[config.mk]
export PLATFORM = sky130hd
export DESIGN_NAME = clic_elastic_pipeline_flat
export DESIGN_NICKNAME = d
export VERILOG_FILES = /design/src/rtl/clic_elastic_pipeline_pkg.sv /design/src/rtl/clic_elastic_pipeline_if.sv /design/src/rtl/clic_elastic_pipeline_rom.sv /design/src/rtl/clic_elastic_pipeline.sv /design/src/flat_wrapper.sv
export SDC_FILE = /design/constraint.sdc
export NUM_CORES = 1
export LEC_CHECK = 0
export ABC_AREA = 1
export ABC_CLOCK_PERIOD_IN_PS = 3500
export CAP_MARGIN = 40
export CORE_MARGIN = 3
export CORE_UTILIZATION = 47
export CTS_CLUSTER_SIZE = 24
export DETAILED_ROUTE_END_ITERATION = 8
export PLACE_DENSITY = 0.73
export SYNTH_ARGS = -nofsm -noshare
export SYNTH_HDL_FRONTEND = slang
export SYNTH_SLANG_ARGS = --single-unit
[constraint.sdc]
create_clock -name clk_i -period 3.5 [get_ports clk_i]
set_clock_uncertainty 0.05 [all_clocks]
set_input_delay 0.7 -clock clk_i [delete_from_list [all_inputs] [get_ports clk_i]]
set_output_delay 0.7 -clock clk_i [all_outputs]
set_load 0.05 [all_outputs]
[src/rtl/clic_elastic_pipeline_pkg.sv]
// rtl/clic_elastic_pipeline_pkg.sv - shared types for the CLIC elastic pipeline
package clic_elastic_pipeline_pkg;

    localparam int XLEN = 32;

    typedef enum logic [1:0] {
        PRIV_U = 2'd0,
        PRIV_S = 2'd1,
        PRIV_M = 2'd3
    } mode_t;

    typedef enum logic [11:0] {
        CSR_INVALID = 12'h000,
        CSR_MSTATUS = 12'h300,
        CSR_MTVEC   = 12'h305,
        CSR_MEPC    = 12'h341
    } csr_reg_t;

    typedef enum logic [2:0] {
        OP_NOP  = 3'd0,
        OP_CSRW = 3'd1,
        OP_MRET = 3'd2,
        OP_SRET = 3'd3,
        OP_WFI  = 3'd4
    } op_e;

    typedef struct packed {
        logic       pending;
        logic [7:0] id;
    } irq_t;

    typedef struct packed {
        op_e             op;
        csr_reg_t        csr_addr;
        logic [XLEN-1:0] wdata;
    } inst_t;

    typedef struct packed {
        logic            valid;
        mode_t           priv_lvl;
        logic [XLEN-1:0] pc;
        irq_t            ex;
        inst_t           inst;
    } clic_pipe_stage_t;

endpackage

[src/rtl/clic_elastic_pipeline_if.sv]
// rtl/clic_elastic_pipeline_if.sv - fetch handshake channel into the pipeline
interface clic_elastic_pipeline_if;
    import clic_elastic_pipeline_pkg::*;

    logic [XLEN-1:0] pc;
    logic            fetch_valid;
    logic            fetch_ready;
    irq_t            irq;
    mode_t           priv_lvl;

    modport master (output pc, fetch_valid, irq, priv_lvl, input fetch_ready);
    modport slave  (input pc, fetch_valid, irq, priv_lvl, output fetch_ready);
endinterface

[src/rtl/clic_elastic_pipeline_rom.sv]
// rtl/clic_elastic_pipeline_rom.sv - combinational instruction ROM indexed by fetch PC
module clic_elastic_pipeline_rom
    import clic_elastic_pipeline_pkg::*;
(
    input  logic [XLEN-1:0] addr,
    output inst_t           inst
);

    // Unlisted addresses decode to a NOP; 0x400 holds an undefined opcode.
    always_comb begin
        inst = '0;
        case (addr)
            32'h0000_0100: inst = '{op: OP_CSRW, csr_addr: CSR_MTVEC, wdata: 32'h8000_0000};
            32'h0000_0104: inst = '{op: OP_CSRW, csr_addr: CSR_MEPC,  wdata: 32'h0000_1234};
            32'h0000_0200: inst.op = OP_MRET;
            32'h0000_0204: inst.op = OP_SRET;
            32'h0000_0300: inst.op = OP_WFI;
            32'h0000_0400: inst.op = op_e'(3'd7);
            default:       inst = '0;
        endcase
    end

endmodule

[src/rtl/clic_elastic_pipeline.sv]
// rtl/clic_elastic_pipeline.sv - N-stage elastic retire pipeline; WFI parking under CLIC_PIPE_WFI_EN
module clic_elastic_pipeline
    import clic_elastic_pipeline_pkg::*;
#(
    parameter  int N_STAGES = 3,
    parameter  int CNT_W    = 32,
    localparam int OCC_W    = $clog2(N_STAGES + 1)
) (
    input  logic                   clk_i,
    input  logic                   rst_ni,
    clic_elastic_pipeline_if.slave fetch,
    input  logic                   flush_i,
    input  logic                   stall_i,
    input  logic                   wfi_wake_i,
    output logic                   csr_write_o,
    output csr_reg_t               csr_addr_o,
    output logic [XLEN-1:0]        csr_wdata_o,
    output logic                   mret_o,
    output logic                   sret_o,
    output logic                   inst_valid_o,
    output mode_t                  inst_priv_lvl_o,
    output logic [XLEN-1:0]        inst_pc_o,
    output irq_t                   irq_o,
    output logic [CNT_W-1:0]       retire_cnt_o,
    output logic [OCC_W-1:0]       occupancy_o
);

    clic_pipe_stage_t    s_q [N_STAGES];
    clic_pipe_stage_t    s_d [N_STAGES];
    clic_pipe_stage_t    tail;
    logic [N_STAGES-1:0] adv;
    inst_t               rom_inst;
    logic                fetch_ready;
    logic                fetch_fire;
    logic                retire_en;
    logic                wfi_hold;
    logic [CNT_W-1:0]    cnt_q;
    logic [OCC_W-1:0]    occ_q;
    logic [OCC_W-1:0]    occ_d;

    assign tail = s_q[N_STAGES-1];

    clic_elastic_pipeline_rom u_rom (
        .addr (fetch.pc),
        .inst (rom_inst)
    );

`ifdef CLIC_PIPE_WFI_EN
    assign wfi_hold = tail.valid & (tail.inst.op == OP_WFI) & ~wfi_wake_i;
`else
    logic wfi_wake_unused;
    assign wfi_wake_unused = wfi_wake_i;
    assign wfi_hold        = 1'b0;
`endif

    assign retire_en = tail.valid & ~stall_i & ~flush_i & ~wfi_hold;

    // A stage may advance if it is empty or everything ahead of it advances.
    always_comb begin
        logic a;
        adv = '0;
        a   = ~tail.valid | retire_en;
        adv[N_STAGES-1] = a;
        for (int i = N_STAGES - 2; i >= 0; i--) begin
            a      = ~s_q[i].valid | a;
            adv[i] = a;
        end
    end

    // Gating with rst_ni keeps the handshake closed while reset is held.
    assign fetch_ready       = adv[0] & ~flush_i & rst_ni;
    assign fetch.fetch_ready = fetch_ready;
    assign fetch_fire        = fetch.fetch_valid & fetch_ready;

    always_comb begin
        for (int i = 0; i < N_STAGES; i++) s_d[i] = s_q[i];
        if (flush_i) begin
            for (int i = 0; i < N_STAGES; i++) s_d[i] = '0;
        end else begin
            for (int i = N_STAGES - 1; i > 0; i--) begin
                if (adv[i]) s_d[i] = s_q[i-1];
            end
            if (adv[0]) begin
                s_d[0] = '0;
                if (fetch_fire) begin
                    s_d[0].valid    = 1'b1;
                    s_d[0].priv_lvl = fetch.priv_lvl;
                    s_d[0].pc       = fetch.pc;
                    s_d[0].ex       = fetch.irq;
                    s_d[0].inst     = rom_inst;
                end
            end
        end
    end

    always_comb begin
        occ_d = '0;
        for (int i = 0; i < N_STAGES; i++) occ_d = occ_d + OCC_W'(s_d[i].valid);
    end

    always_ff @(posedge clk_i or negedge rst_ni) begin
        if (!rst_ni) begin
            for (int i = 0; i < N_STAGES; i++) s_q[i] <= '0;
            cnt_q <= '0;
            occ_q <= '0;
        end else begin
            for (int i = 0; i < N_STAGES; i++) s_q[i] <= s_d[i];
            occ_q <= occ_d;
            if (retire_en) cnt_q <= cnt_q + CNT_W'(1);
        end
    end

    // Side effects fire only on the retiring cycle, never while parked or stalled.
    always_comb begin
        csr_write_o = 1'b0;
        csr_addr_o  = CSR_INVALID;
        csr_wdata_o = '0;
        mret_o      = 1'b0;
        sret_o      = 1'b0;
        if (retire_en) begin
            case (tail.inst.op)
                OP_CSRW: begin
                    csr_write_o = 1'b1;
                    csr_addr_o  = tail.inst.csr_addr;
                    csr_wdata_o = tail.inst.wdata;
                end
                OP_MRET: mret_o = 1'b1;
                OP_SRET: sret_o = 1'b1;
                default: csr_write_o = 1'b0;
            endcase
        end
    end

    assign inst_valid_o    = tail.valid;
    assign inst_priv_lvl_o = tail.valid ? tail.priv_lvl : PRIV_U;
    assign inst_pc_o       = tail.valid ? tail.pc : '0;
    assign irq_o           = tail.valid ? tail.ex : '0;
    assign retire_cnt_o    = cnt_q;
    assign occupancy_o     = occ_q;

endmodule
[src/flat_wrapper.sv]
// flat-port wrapper written by rule: the top's interface ports become plain ports
module clic_elastic_pipeline_flat import clic_elastic_pipeline_pkg::*;
#(
    parameter  int N_STAGES = 3,
    parameter  int CNT_W    = 32,
    localparam int OCC_W    = $clog2(N_STAGES + 1)
)
  (clk_i, rst_ni, flush_i, stall_i, wfi_wake_i, csr_write_o, csr_addr_o, csr_wdata_o, mret_o, sret_o, inst_valid_o, inst_priv_lvl_o, inst_pc_o, irq_o, retire_cnt_o, occupancy_o, fetch_pc, fetch_fetch_valid, fetch_irq, fetch_priv_lvl, fetch_fetch_ready);
  clic_elastic_pipeline_if fetch_i ();
  input  logic clk_i;
  input  logic rst_ni;
  input  logic flush_i;
  input  logic stall_i;
  input  logic wfi_wake_i;
  output logic csr_write_o;
  output csr_reg_t csr_addr_o;
  output logic [XLEN-1:0] csr_wdata_o;
  output logic mret_o;
  output logic sret_o;
  output logic inst_valid_o;
  output mode_t inst_priv_lvl_o;
  output logic [XLEN-1:0] inst_pc_o;
  output irq_t irq_o;
  output logic [CNT_W-1:0] retire_cnt_o;
  output logic [OCC_W-1:0] occupancy_o;
  input wire logic [$bits(fetch_i.pc)-1:0] fetch_pc;
  input wire logic [$bits(fetch_i.fetch_valid)-1:0] fetch_fetch_valid;
  input wire logic [$bits(fetch_i.irq)-1:0] fetch_irq;
  input wire logic [$bits(fetch_i.priv_lvl)-1:0] fetch_priv_lvl;
  output wire logic [$bits(fetch_i.fetch_ready)-1:0] fetch_fetch_ready;
  assign fetch_i.pc = fetch_pc;
  assign fetch_i.fetch_valid = fetch_fetch_valid;
  assign fetch_i.irq = fetch_irq;
  assign fetch_i.priv_lvl = fetch_priv_lvl;
  assign fetch_fetch_ready = fetch_i.fetch_ready;
  clic_elastic_pipeline #(.N_STAGES(N_STAGES), .CNT_W(CNT_W)) u_core (.clk_i(clk_i), .rst_ni(rst_ni), .fetch(fetch_i), .flush_i(flush_i), .stall_i(stall_i), .wfi_wake_i(wfi_wake_i), .csr_write_o(csr_write_o), .csr_addr_o(csr_addr_o), .csr_wdata_o(csr_wdata_o), .mret_o(mret_o), .sret_o(sret_o), .inst_valid_o(inst_valid_o), .inst_priv_lvl_o(inst_priv_lvl_o), .inst_pc_o(inst_pc_o), .irq_o(irq_o), .retire_cnt_o(retire_cnt_o), .occupancy_o(occupancy_o));
endmodule
# [Word level (Yosys, flattened, before mapping)]
# Index checks and enable logic that the tools add are counted.
[word_totals] input_bits=49 elab_cells=75 ff_bits=307 output_inout_bits=126
[classes] n_reduce_logical=4 bitwise=13 eq_ne=9 addsub=3 muxes=20
[ops] cell="2-to-1 mux 91 bit" count=4
[ops] cell="2-to-1 mux 273 bit" count=1
[ops] cell="== test 32 x 10 -> 1 bit, second input constant" count=3
[ops] cell="2-to-1 mux 32 bit" count=3
[ops] cell="case mux 42 bit (2 select lines)" count=1
[ops] cell="== test 32 x 9 -> 1 bit, second input constant" count=2
[ops] cell="adder 32 x 1 -> 32 bit, second input constant" count=1
[ops] cell="== test 32 x 11 -> 1 bit, second input constant" count=1
[ops] cell="2-to-1 mux 12 bit" count=2
[ops] cell="case mux 3 bit (5 select lines)" count=1
[ops] cell="2-to-1 mux 9 bit" count=1
[ops] cell="== test 3 x 2 -> 1 bit, second input constant" count=2
[ops] cell="2-to-1 mux 1 bit" count=6
[ops] cell="nonzero test 2 bit" count=3
[ops] cell="bitwise AND 1 bit" count=5
[ops] cell="inverter 1 bit" count=5
[ops] cell="== test 3 x 1 -> 1 bit, second input constant" count=1
[ops] cell="bitwise OR 1 bit" count=3
[ops] cell="adder 1 x 1 -> 2 bit" count=1
[ops] cell="adder 2 x 1 -> 2 bit" count=1
[ops] cell="2-to-1 mux 2 bit" count=1
[ops] cell="OR reduction 2 bit" count=1

# [Logic depth before layout (Yosys ltp)]
# Gate-level depths: netlist of the first run.
[logic_depth] ltp_word=14 ltp_mapped=11 mapped_depth_nobuf=9

# [By module]
# A second synthesis of the first run with hierarchy kept.
[unflattened] cells_unflattened=1628 hier_area_um2=13842.0
[modules_own_cells] mod="clic_elastic_pipeline" instances=1 cells_each=1526 area_each_um2=13256.5
[modules_own_cells] mod="clic_elastic_pipeline_rom" instances=1 cells_each=102 area_each_um2=585.6

# [Least setup slack after synthesis of the first run]
# No wires, ideal clock.
[synth_timing] path_kind="reg-to-output" start="register, netlist name u_core.inst_valid_o" end="output csr_addr_o[10]" setup_slack_ps=-737 required_time_ps=2750 arrival_ps=3487 stages_incl_launch_ff=8 cell_sequence="dfrtp_1 -> buf_2 -> nand3_4 -> inv_1 -> buf_2 -> nand2_1 -> nor2_1 -> buf_4"
[synth_between] elab_chain_len=3
[synth_lines] element="bitwise AND 1 bit (2 in series)" line="clic_elastic_pipeline.sv:56" rtl="assign retire_en = tail.valid & ~stall_i & ~flush_i & ~wfi_hold;"
[synth_lines] element="2-to-1 mux 12 bit" line="clic_elastic_pipeline.sv:120" rtl="if (retire_en) begin"
[synth_lines] element="end: declaration" line="flat_wrapper.sv:16" rtl="output csr_reg_t csr_addr_o;"
# Every way passes these cells.

# [Worst setup path after layout of the first run]
[layout_timing] start="input flush_i" end="output csr_wdata_o[1]"
[layout_between] elab_chain_len=3
[layout_lines] element="start: declaration" line="flat_wrapper.sv:12" rtl="input logic flush_i;"
[layout_lines] element="inverter 1 bit" line="clic_elastic_pipeline.sv:56"
[layout_lines] element="bitwise AND 1 bit" line="clic_elastic_pipeline.sv:56"
[layout_lines] element="2-to-1 mux 32 bit" line="clic_elastic_pipeline.sv:120"
[layout_lines] element="end: declaration" line="flat_wrapper.sv:17" rtl="output logic [XLEN-1:0] csr_wdata_o;"
# Every way passes these cells.

==> results of run 1 <==
-- kinds of logic (layout without fill, tap and decap cells) --
| family | Yosys count | in the layout | share of synthesized area |
|---|---|---|---|
| fa+ha+maj | 2 | 2 | 0.003736 |
| flops | 186 | 186 | 0.5346 |
| xor+xnor | 25 | 25 | 0.02515 |
| compound gates | 130 | 130 | 0.08608 |
| simple gates | 490 | 490 | 0.2378 |
| buf+inv | 204 | 333 | 0.1127 |
-- worst paths after layout --
| path | slack [ns] | from | cells after the start | to |
|---|---|---|---|---|
| setup / recovery | 0.38 | flush_i | 8 | csr_wdata_o[1] |
| max in group asynchronous | 2.13 | rst_ni | 4 | u_core.s_q[260] |
| hold reg to reg | 0.44 | u_core.s_q[223] | 2 | u_core.s_q[223] |
| min in group clk_i | 0.44 | u_core.s_q[223] | 2 | u_core.s_q[223] |
| hold / removal | 0.20 | rst_ni | 2 | u_core.occupancy_o[1] |
| setup reg to reg | 0.97 | u_core.inst_valid_o | 9 | u_core.s_q[223] |
-- layer usage --
layer | vias up | GRT usage | share of wire
met1 | 3380 | 0.2958 | 0.47
met4 | 0 | 0.05909 | 0.010
met3 | 15 | 0.04066 | 0.056
met2 | 244 | 0.3272 | 0.46
li1 | 3536 | - | -
met5 | - | 0 | 0
-- state kept, by name, summed over array words and instances (netlist names) --
signal / count
u_core.inst_valid_o: 1
u_core.retire_cnt_o: 32
u_core.occupancy_o: 2
u_core.s_q: 151
-- layout by cell type, fill, tap and decap left out, types with 2 or more instances in the layout --
cell type / instances
o21ai_1: 12
clkbuf_8: 3
nor2_4: 3
inv_2: 2
clkbuf_16: 17
dfrtp_1: 185
clkdlybuf4s50_1: 124
buf_12: 50
nand4_1: 5
o21ai_0: 60
buf_16: 2
nor4_1: 2
o31ai_1: 23
nor3_1: 5
inv_6: 4
a21oi_1: 2
clkinv_2: 3
clkinvlp_4: 3
nor2_1: 78
nand3_1: 118
xnor2_1: 10
o22ai_1: 33
buf_4: 16
xor2_1: 15
nand3b_1: 4
inv_1: 105
nand2_1: 271
-- area by class of cell --
cell class | instances | area [um2]
Clock buffer | 20 | 466.7
Clock inverter | 12 | 111.4
Fill cell | 1489 | 6650
Inverter | 108 | 407.9
Multi-Input combinational cell | 647 | 3079
Sequential cell | 186 | 4656
Tap cell | 229 | 286.5
Timing Repair Buffer | 193 | 2429
-- where the power goes --
group | switching (mW) | total, mW | internal [mW]
combinational | 0.238 | 0.366 | 0.127
sequential | 0.0403 | 2.23 | 2.19
clock | 0.831 | 1.88 | 1.04
-- through the flow --
step | std cells | power, mW | instance area (um2) | hold slack (ns) | setup slack, ns
floorplan | 1037 | 2.446 | 8715 | 0.3544 | 0.02771
global placement | 1361 | 2.625 | 10800 | 0.4226 | 0.3655
detailed placement | 1363 | 2.641 | 10860 | 0.4229 | 0.3871
CTS | 1395 | 4.507 | 11440 | 0.1910 | 0.3589
global route | 1395 | 4.625 | 11440 | 0.2007 | 0.2841
finish | 1395 | 4.473 | 11440 | 0.2019 | 0.3811
==> flow_summary_export.csv, run 1 <==
group,metric,value,unit
run_status,status,"completed",
timing,maxSlewViolCount,0,
timing,rsz0062_at_grt,"no",
floorplan,die_area,0.02020,mm2
placed_design,numPortBuffers,173,
logic_synthesis,netlist.area_leader.share,0.5346,
critical_path,start_kind,"primary input",
logic_synthesis,yosys_warnings,0,
critical_path,critical_path.endpoint_type,"primary output",
floorplan,fp.dieW,142.1,um
detailed_routing,wire_per_inst,15.07,um
logic_synthesis,yosysUniqueCellTypes,30,
clock_network,root_buffer,"clkbuf_16",
critical_path,cp.arrival,2.37,ns
floorplan,die_y,142.1,um
detailed_routing,firstDrtPassIters,5,
finish,utilization,0.6323,
finish,drive_gt1_frac,0.09605,
floorplan,num_io_pins,175,
finish,nets,1204,
detailed_routing,drt.antenna.violating_nets,0,
grt,grt_pass1_vias,6698,
logic_synthesis,syn_nets,1088,
grt,grt_antenna_before_repair,0,
timing,fin_crit,3.119,ns
timing,hold_viol,0,
clock_network,cts_resized,0,
logic_synthesis,ys_top_cells_by_count,"271 x nand2_1, 186 x dfrtp_1, 118 x nand3_1",
clock_network,cts_buffers,17,
clock_network,path_clk_slew,0.07,ns
finish,n_antenna_cell,0,
critical_path,cpMaxStageDelayCell,"clkdlybuf4s50_1",
detailed_routing,first_iter_violations,592,
flow_run,drv_cap,0,
critical_path,required,2.75,ns
clock_network,cts_buffer_depth,2,
logic_synthesis,yosys.area.top_type,"dfrtp_1",
detailed_routing,totalWireLength,21.03,mm
timing,max_freq,0.3206,GHz
logic_synthesis,synth_area_leaders,"dfrtp_1 53%, nand2_1 12%, nand3_1 6.8%, inv_1 4.5%, buf_4 4.1%",
pwr,p_leak,5.371,nW
detailed_routing,via_per_inst,5.143,
logic_synthesis,synth_cells,1037,
min_path,holdCritPathClass,"in -> async",
grt,grt_overflow,0,
finish,area_growth,31.34,%
critical_path,path_buf_inv,5,
clock_network,hold_buffers,0,
timing,fin_crit_sh,0.8911,
critical_path,crit_fanout,33,
logic_synthesis,synthArstFlopShare,1.000,
logic_synthesis,avgSynthCellArea,8.396,um2
grt,grt_max_degree,150,
logic_synthesis,ys_seq_area_frac,0.5346,
logic_synthesis,synth_edf_count,0,
floorplan,core-area,0.01809,mm2
clock_network,cts_tree,"built",
logic_synthesis,syn-cell-area,0.008707,mm2
critical_path,critPathMaxStageDelay,0.49,ns
placed_design,hpwl,14.53,mm
logic_synthesis,synth-seq-cells,186,
placed_design,gpl.final_weighted_congestion,0.9244,
pwr,power.density,391.2,mW/mm2
timing,tightestPinTransition,0.7454,ns
clock_network,h-tree-depth,4,
grt,grt_pass1_wl,33.99,mm
timing,slew_headroom,0.5030,
critical_path,critical_path_class,"in -> out",
detailed_routing,vias,7175,
detailed_routing,remaining_drc_errors,0,
clock_network,postCtsSetupBuffers,0,
pwr,irDropWorstVdd,359.8,uV
critical_path,crit_family,"buffers and inverters",
timing,fin_setup_tns,0,ns
critical_path,cp_cell_sequence,"clkdlybuf4s50_1, inv_4, nand3_4, inv_1, nand2_1, nor2_4, buf_12, buf_12",
critical_path,cpMostUsedCell,"buf_12",
floorplan,rows,49,
timing,setup_violations,0,
clock_network,clk_latency,0.43,ns
logic_synthesis,synth_ff_type,"dfrtp_1",
clock_network,cts.sink_count,186,
grt,track_usage,0.2080,
logic_synthesis,yosysMostFrequentCell,"nand2_1",
floorplan,start_util,0.4814,
(Power assumes the default switching activity.)
==> run 2: changes to the inputs <==
- SETUP_SLACK_MARGIN: unset -> 0.4
==> run 2 against run 1 <==
  * Sequential cell count did not move
  * Via count rose by 1.0%
  * Global-route usage rose by 0.58 points
  * Critical path depth fell by 2
  * Core utilization rose by 0.57 points
  * Register-to-register slack improved by 0.31 ns
  * Total power rose by 1.6%
  * Wire length rose by 0.87%
  * Non-clock buffer count rose by 3
  * Final area rose by 0.90%
  * Sequential power barely moved
  * Critical endpoint is now sret_o
  * Largest power group unchanged
==> flow_summary_export.csv, run 2 (synthesized netlist as in run 1, its figures left out) <==
group,metric,value,unit
detailed_routing,drt.antenna.violating_nets,0,
critical_path,r2r_start,"u_core.inst_valid_o",
timing,maxSlewViolCount,0,
timing,fin_crit_sh,0.8820,
clock_network,cts_tree,"built",
floorplan,core-area,0.01809,mm2
finish,final_cell_area,0.01154,mm2
finish,nets,1207,
clock_network,cts_buffer_depth,2,
placed_design,dpl-instance-area,0.01088,mm2
placed_design,numPortBuffers,173,
flow_run,drv_cap,0,
pwr,power.density,393.7,mW/mm2
critical_path,critical_path_class,"in -> out",
timing,hold_viol,0,
finish,fin_cells,1398,
clock_network,cts_buffers,17,
clock_network,path_clk_slew,0.07,ns
critical_path,rrSetupSlack,1.28,ns
run_status,status,"completed",
detailed_routing,totalWireLength,21.21,mm
grt,grt_antenna_before_repair,0,
finish,regArea,0.004656,mm2
pwr,p_leak,5.663,nW
critical_path,timing.rr.end,"u_core.s_q[223]",
finish,final_cell_mix,"270 x nand2_1, 185 x dfrtp_1, 118 x nand3_1",
floorplan,die_y,142.1,um
clock_network,hold_buffers,0,
timing,slew_headroom,0.5430,
timing,fin_setup_tns,0,ns
floorplan,num_io_pins,175,
critical_path,crit_fanout,12,
grt,track_usage,0.2138,
floorplan,rows,49,
floorplan,start_util,0.4814,
finish,drive_gt1_frac,0.1009,
placed_design,gpl.final_weighted_congestion,0.8816,
clock_network,postCtsSetupBuffers,0,
grt,grt_pass1_wl,35.06,mm
timing,rsz0062_at_grt,"no",
critical_path,start_kind,"primary input",
critical_path,crit_start,"flush_i",
critical_path,critical_path.endpoint_type,"primary output",
critical_path,cp.arrival,2.34,ns
detailed_routing,first_iter_violations,598,
finish,n_antenna_cell,0,
grt,grt_overflow,0,
clock_network,h-tree-depth,4,
detailed_routing,wire_per_inst,15.17,um
floorplan,die_area,0.02020,mm2
timing,tightestPinTransition,0.6846,ns
finish,largest_reg_flops,151,
clock_network,clk_latency,0.43,ns
detailed_routing,vias,7250,
clock_network,cts.sink_count,186,
detailed_routing,firstDrtPassIters,5,
finish,area_growth,32.52,%
min_path,holdCritPathClass,"in -> async",
detailed_routing,via_per_inst,5.186,
clock_network,cts_resized,0,
finish,fillCellCount,1467,
placed_design,hpwl,14.34,mm
clock_network,root_buffer,"clkbuf_16",
placed_design,placed_cells,1365,
pwr,irDropWorstVdd,376.9,uV
critical_path,r2r_cells,9,
finish,final_common_cell,"nand2_1",
timing,fin_crit,3.087,ns
timing,setup_violations,0,
timing,max_freq,0.3240,GHz
grt,grt_pass1_vias,6964,
critical_path,required,2.75,ns
detailed_routing,remaining_drc_errors,0,
floorplan,fp.dieW,142.1,um
grt,grt_max_degree,112,
finish,multi_input_area,0.003089,mm2
finish,top_register,"u_core.s_q",
[run 2: area by class of cell]
class,count,share of cell area
inverters,108,0.03578
well taps,229,0.02483
clock inverters,12,0.01160
flip-flops and latches,186,0.4035
multi-input cells,647,0.2677
repair buffers,196,0.2161
clock buffers,20,0.04045
[run 2: report_power, final]
part	total, mW	switching [mW]	internal (mW)	leakage [nW]
sequential	2.23	0.0351	2.19	2.56
clock	1.95	0.830	1.12	0.294
combinational	0.370	0.242	0.128	2.81
total	4.54	1.11	3.44	5.66
[run 2: worst max path at each step]
| stage | slack [ns] | endpoint |
|---|---|---|
| after global routing | 0.35 | sret_o |
| after CTS | 0.42 | csr_wdata_o[3] |
| after floorplan | 0.09 | mret_o |
| after global placement | 0.43 | csr_wdata_o[8] |
| final | 0.41 | sret_o |
| after detailed placement | 0.42 | csr_wdata_o[3] |
[run 2: per-stage QoR]
stage,hold slack (ns),setup slack (ns),power [mW],utilization
after global placement,0.4217,0.4301,2.626,0.5990
after global routing,0.2480,0.3540,4.705,0.6380
final,0.2408,0.4132,4.543,0.6380
after detailed placement,0.4368,0.4227,2.639,0.6016
after floorplan,0.3544,0.08665,2.449,-
after CTS,0.2330,0.4216,4.584,0.6348
[run 2: layer usage]
| metal | vias to the layer above | wire length [um] | track usage |
|---|---|---|---|
| met5 | - | 0 | 0 |
| met4 | 0 | 313 | 0.05707 |
| met3 | 25 | 1085 | 0.04267 |
| met2 | 226 | 9795 | 0.3371 |
| met1 | 3467 | 10020 | 0.3048 |
| li1 | 3532 | - | - |
[run 2: critical path, stage by stage]
cell and delay (ns):
clkdlybuf4s50_1 0.54, inv_8 0.12, nand3_4 0.09, buf_4 0.22
nor4_1 0.45, buf_12 0.21
==> run 3: changes to the inputs <==
- CORE_MARGIN: 3 -> 4
==> run 3 against run 2 <==
  * Global-route usage decreased by 0.45 points
  * Clock power increased by 6%
  * Final cell count shrank 0.29%
  * Register-to-register slack got worse by 0.41 ns
  * Worst setup slack improved by 0.091 ns
  * Sequential share of layout area increased by 0.053 points
  * Via count about the same
  * First-iteration DRC count shrank 14%
==> flow_summary_export.csv, run 3 (synthesized netlist as in run 1, its figures left out) <==
group,metric,value,unit
run_status,status,"completed",
critical_path,start_kind,"flop",
finish,final_cell_area,0.01152,mm2
floorplan,die_area,0.02077,mm2
grt,grt_pass1_wl,34.36,mm
timing,fin_crit_sh,0.8561,
detailed_routing,via_per_inst,5.197,
placed_design,numPortBuffers,173,
floorplan,rows,49,
floorplan,core-area,0.01809,mm2
timing,fin_setup_tns,0,ns
critical_path,required,2.75,ns
pwr,irDropWorstVdd,398.8,uV
flow_run,drv_cap,0,
grt,grt_pass1_vias,6789,
clock_network,clk_latency,0.43,ns
finish,n_antenna_cell,0,
clock_network,root_buffer,"clkbuf_16",
timing,rsz0062_at_grt,"no",
timing,maxSlewViolCount,0,
pwr,power.density,404.7,mW/mm2
floorplan,fp.dieW,144.1,um
critical_path,crit_fanout,36,
placed_design,pre_cts_slack,0.3134,ns
detailed_routing,firstDrtPassIters,5,
clock_network,cts_buffer_depth,2,
min_path,holdCritPathClass,"in -> async",
detailed_routing,totalWireLength,21.30,mm
critical_path,critical_path.endpoint_type,"primary output",
critical_path,critPathMaxStageDelay,0.54,ns
detailed_routing,drt.antenna.violating_nets,0,
critical_path,cp.arrival,2.25,ns
placed_design,hpwl,14.50,mm
grt,grt_max_degree,116,
finish,final_cell_mix,"270 x nand2_1, 185 x dfrtp_1, 123 x clkdlybuf4s50_1",
placed_design,placed_cells,1362,
clock_network,postCtsSetupBuffers,0,
finish,largest_reg_flops,151,
finish,nets,1204,
finish,final_common_cell,"nand2_1",
timing,layout_setup_ws,0.5037,ns
pwr,report.power.total,4.663,mW
detailed_routing,wire_per_inst,15.28,um
clock_network,cts.sink_count,186,
critical_path,path_buf_inv,4,
critical_path,cpMaxStageDelayCell,"dfrtp_2",
timing,slew_headroom,0.4731,
critical_path,crit_family,"buffers and inverters",
critical_path,cp_cell_sequence,"buf_12, nand3_4, inv_2, nand2_4, nor2_4, bufbuf_16, buf_12",
pwr,p_leak,5.413,nW
timing,fin_crit,2.996,ns
finish,fin_cells,1394,
timing,hold_viol,0,
floorplan,die_y,144.1,um
detailed_routing,first_iter_violations,514,
finish,fillCellCount,1490,
grt,grt_antenna_before_repair,0,
clock_network,cts_tree,"built",
timing,max_freq,0.3337,GHz
finish,drive_gt1_frac,0.09614,
finish,top_register,"u_core.s_q",
grt,track_usage,0.2093,
timing,setup_violations,0,
critical_path,cpMostUsedCell,"buf_12",
clock_network,path_clk_slew,0.07,ns
detailed_routing,vias,7244,
grt,grt_overflow,0,
detailed_routing,remaining_drc_errors,0,
timing,tightestPinTransition,0.7903,ns
floorplan,start_util,0.4814,
floorplan,num_io_pins,175,
critical_path,critical_path_class,"reg -> out",
finish,area_growth,32.35,%
clock_network,cts_buffers,17,
placed_design,gpl.final_weighted_congestion,0.8718,
clock_network,h-tree-depth,4,
placed_design,dpl-instance-area,0.01086,mm2
[run 3: cell types whose count changed in the layout (fill, tap and decap cells not counted)]
cell,change
clkinv_2,-3
dlygate4sd2_1,+1
clkdlybuf4s50_1,+12
clkbuf_1,+2
clkinv_4,-1
dlymetal6s2s_1,-13
buf_4,-3
inv_6,-2
bufbuf_16,+1
clkbuf_16,-1
bufinv_16,+2
clkinvlp_4,+1
[run 3: final timing paths]
check / startpoint / endpoint / slack, ns / cells after the start
min reg2reg: u_core.s_q[227] / u_core.s_q[227] / 0.44 / 2
max: u_core.inst_valid_o / csr_wdata_o[6] / 0.50 / 7
max reg2reg: u_core.inst_valid_o / u_core.s_q[223] / 0.87 / 10
min: rst_ni / u_core.s_q[236] / 0.24 / 2
min in group clk_i: u_core.s_q[227] / u_core.s_q[227] / 0.44 / 2
max in group asynchronous: rst_ni / u_core.inst_valid_o / 2.61 / 3
[run 3: timing repair]
item / CTS / global route
endpoints found under the setup margin: 33 / 0
resized for setup: 1 / 0
hold buffers: 0 / 0
endpoints found under the hold margin: 0 / 0
[run 3: layer usage]
layer,vias to the layer above,GRT usage,part of all wire
li1,3534,-,-
met1,3397,0.2926,0.45
met2,269,0.3219,0.46
met3,44,0.04530,0.069
met4,0,0.07978,0.025
met5,-,0,0
[run 3: report_power, final]
group,leakage (nW),switching [mW],internal [mW],total (mW)
clock network,0.299,0.814,1.25,2.07
logic,2.55,0.238,0.125,0.364
registers,2.56,0.0379,2.19,2.23
total,5.41,1.09,3.57,4.66
[run 3: area by class of cell]
| class | instances | area (um2) | share of cell area |
|---|---|---|---|
| repair buffers | 193 | 2445 | 0.2122 |
| multi-input cells | 647 | 3089 | 0.2681 |
| clock inverters | 9 | 160.2 | 0.01390 |
| flip-flops and latches | 186 | 4656 | 0.4040 |
| inverters | 108 | 412.9 | 0.03583 |
| clock buffers | 22 | 474.2 | 0.04115 |
| well taps | 229 | 286.5 | 0.02486 |
[run 3: worst register-to-register path, cell delays in order (launching register included)]
cell and delay [ns]:
dfrtp_2 0.54, buf_12 0.26, nand3_4 0.15, nand2_4 0.10, nor2_4 0.04, nand2_2 0.28, nand3_1 0.15, buf_4 0.21
inv_2 0.53, o21ai_0 0.19, nand2_1 0.10
[run 3: stage by stage]
step             util  hold slack [ns]
3_5_place_dp   0.6003           0.4213
4_1_cts        0.6372           0.2284
2_1_floorplan       -           0.3544
3_3_place_gp   0.5988           0.4207
6_report       0.6372           0.2365
5_1_grt        0.6372           0.2404
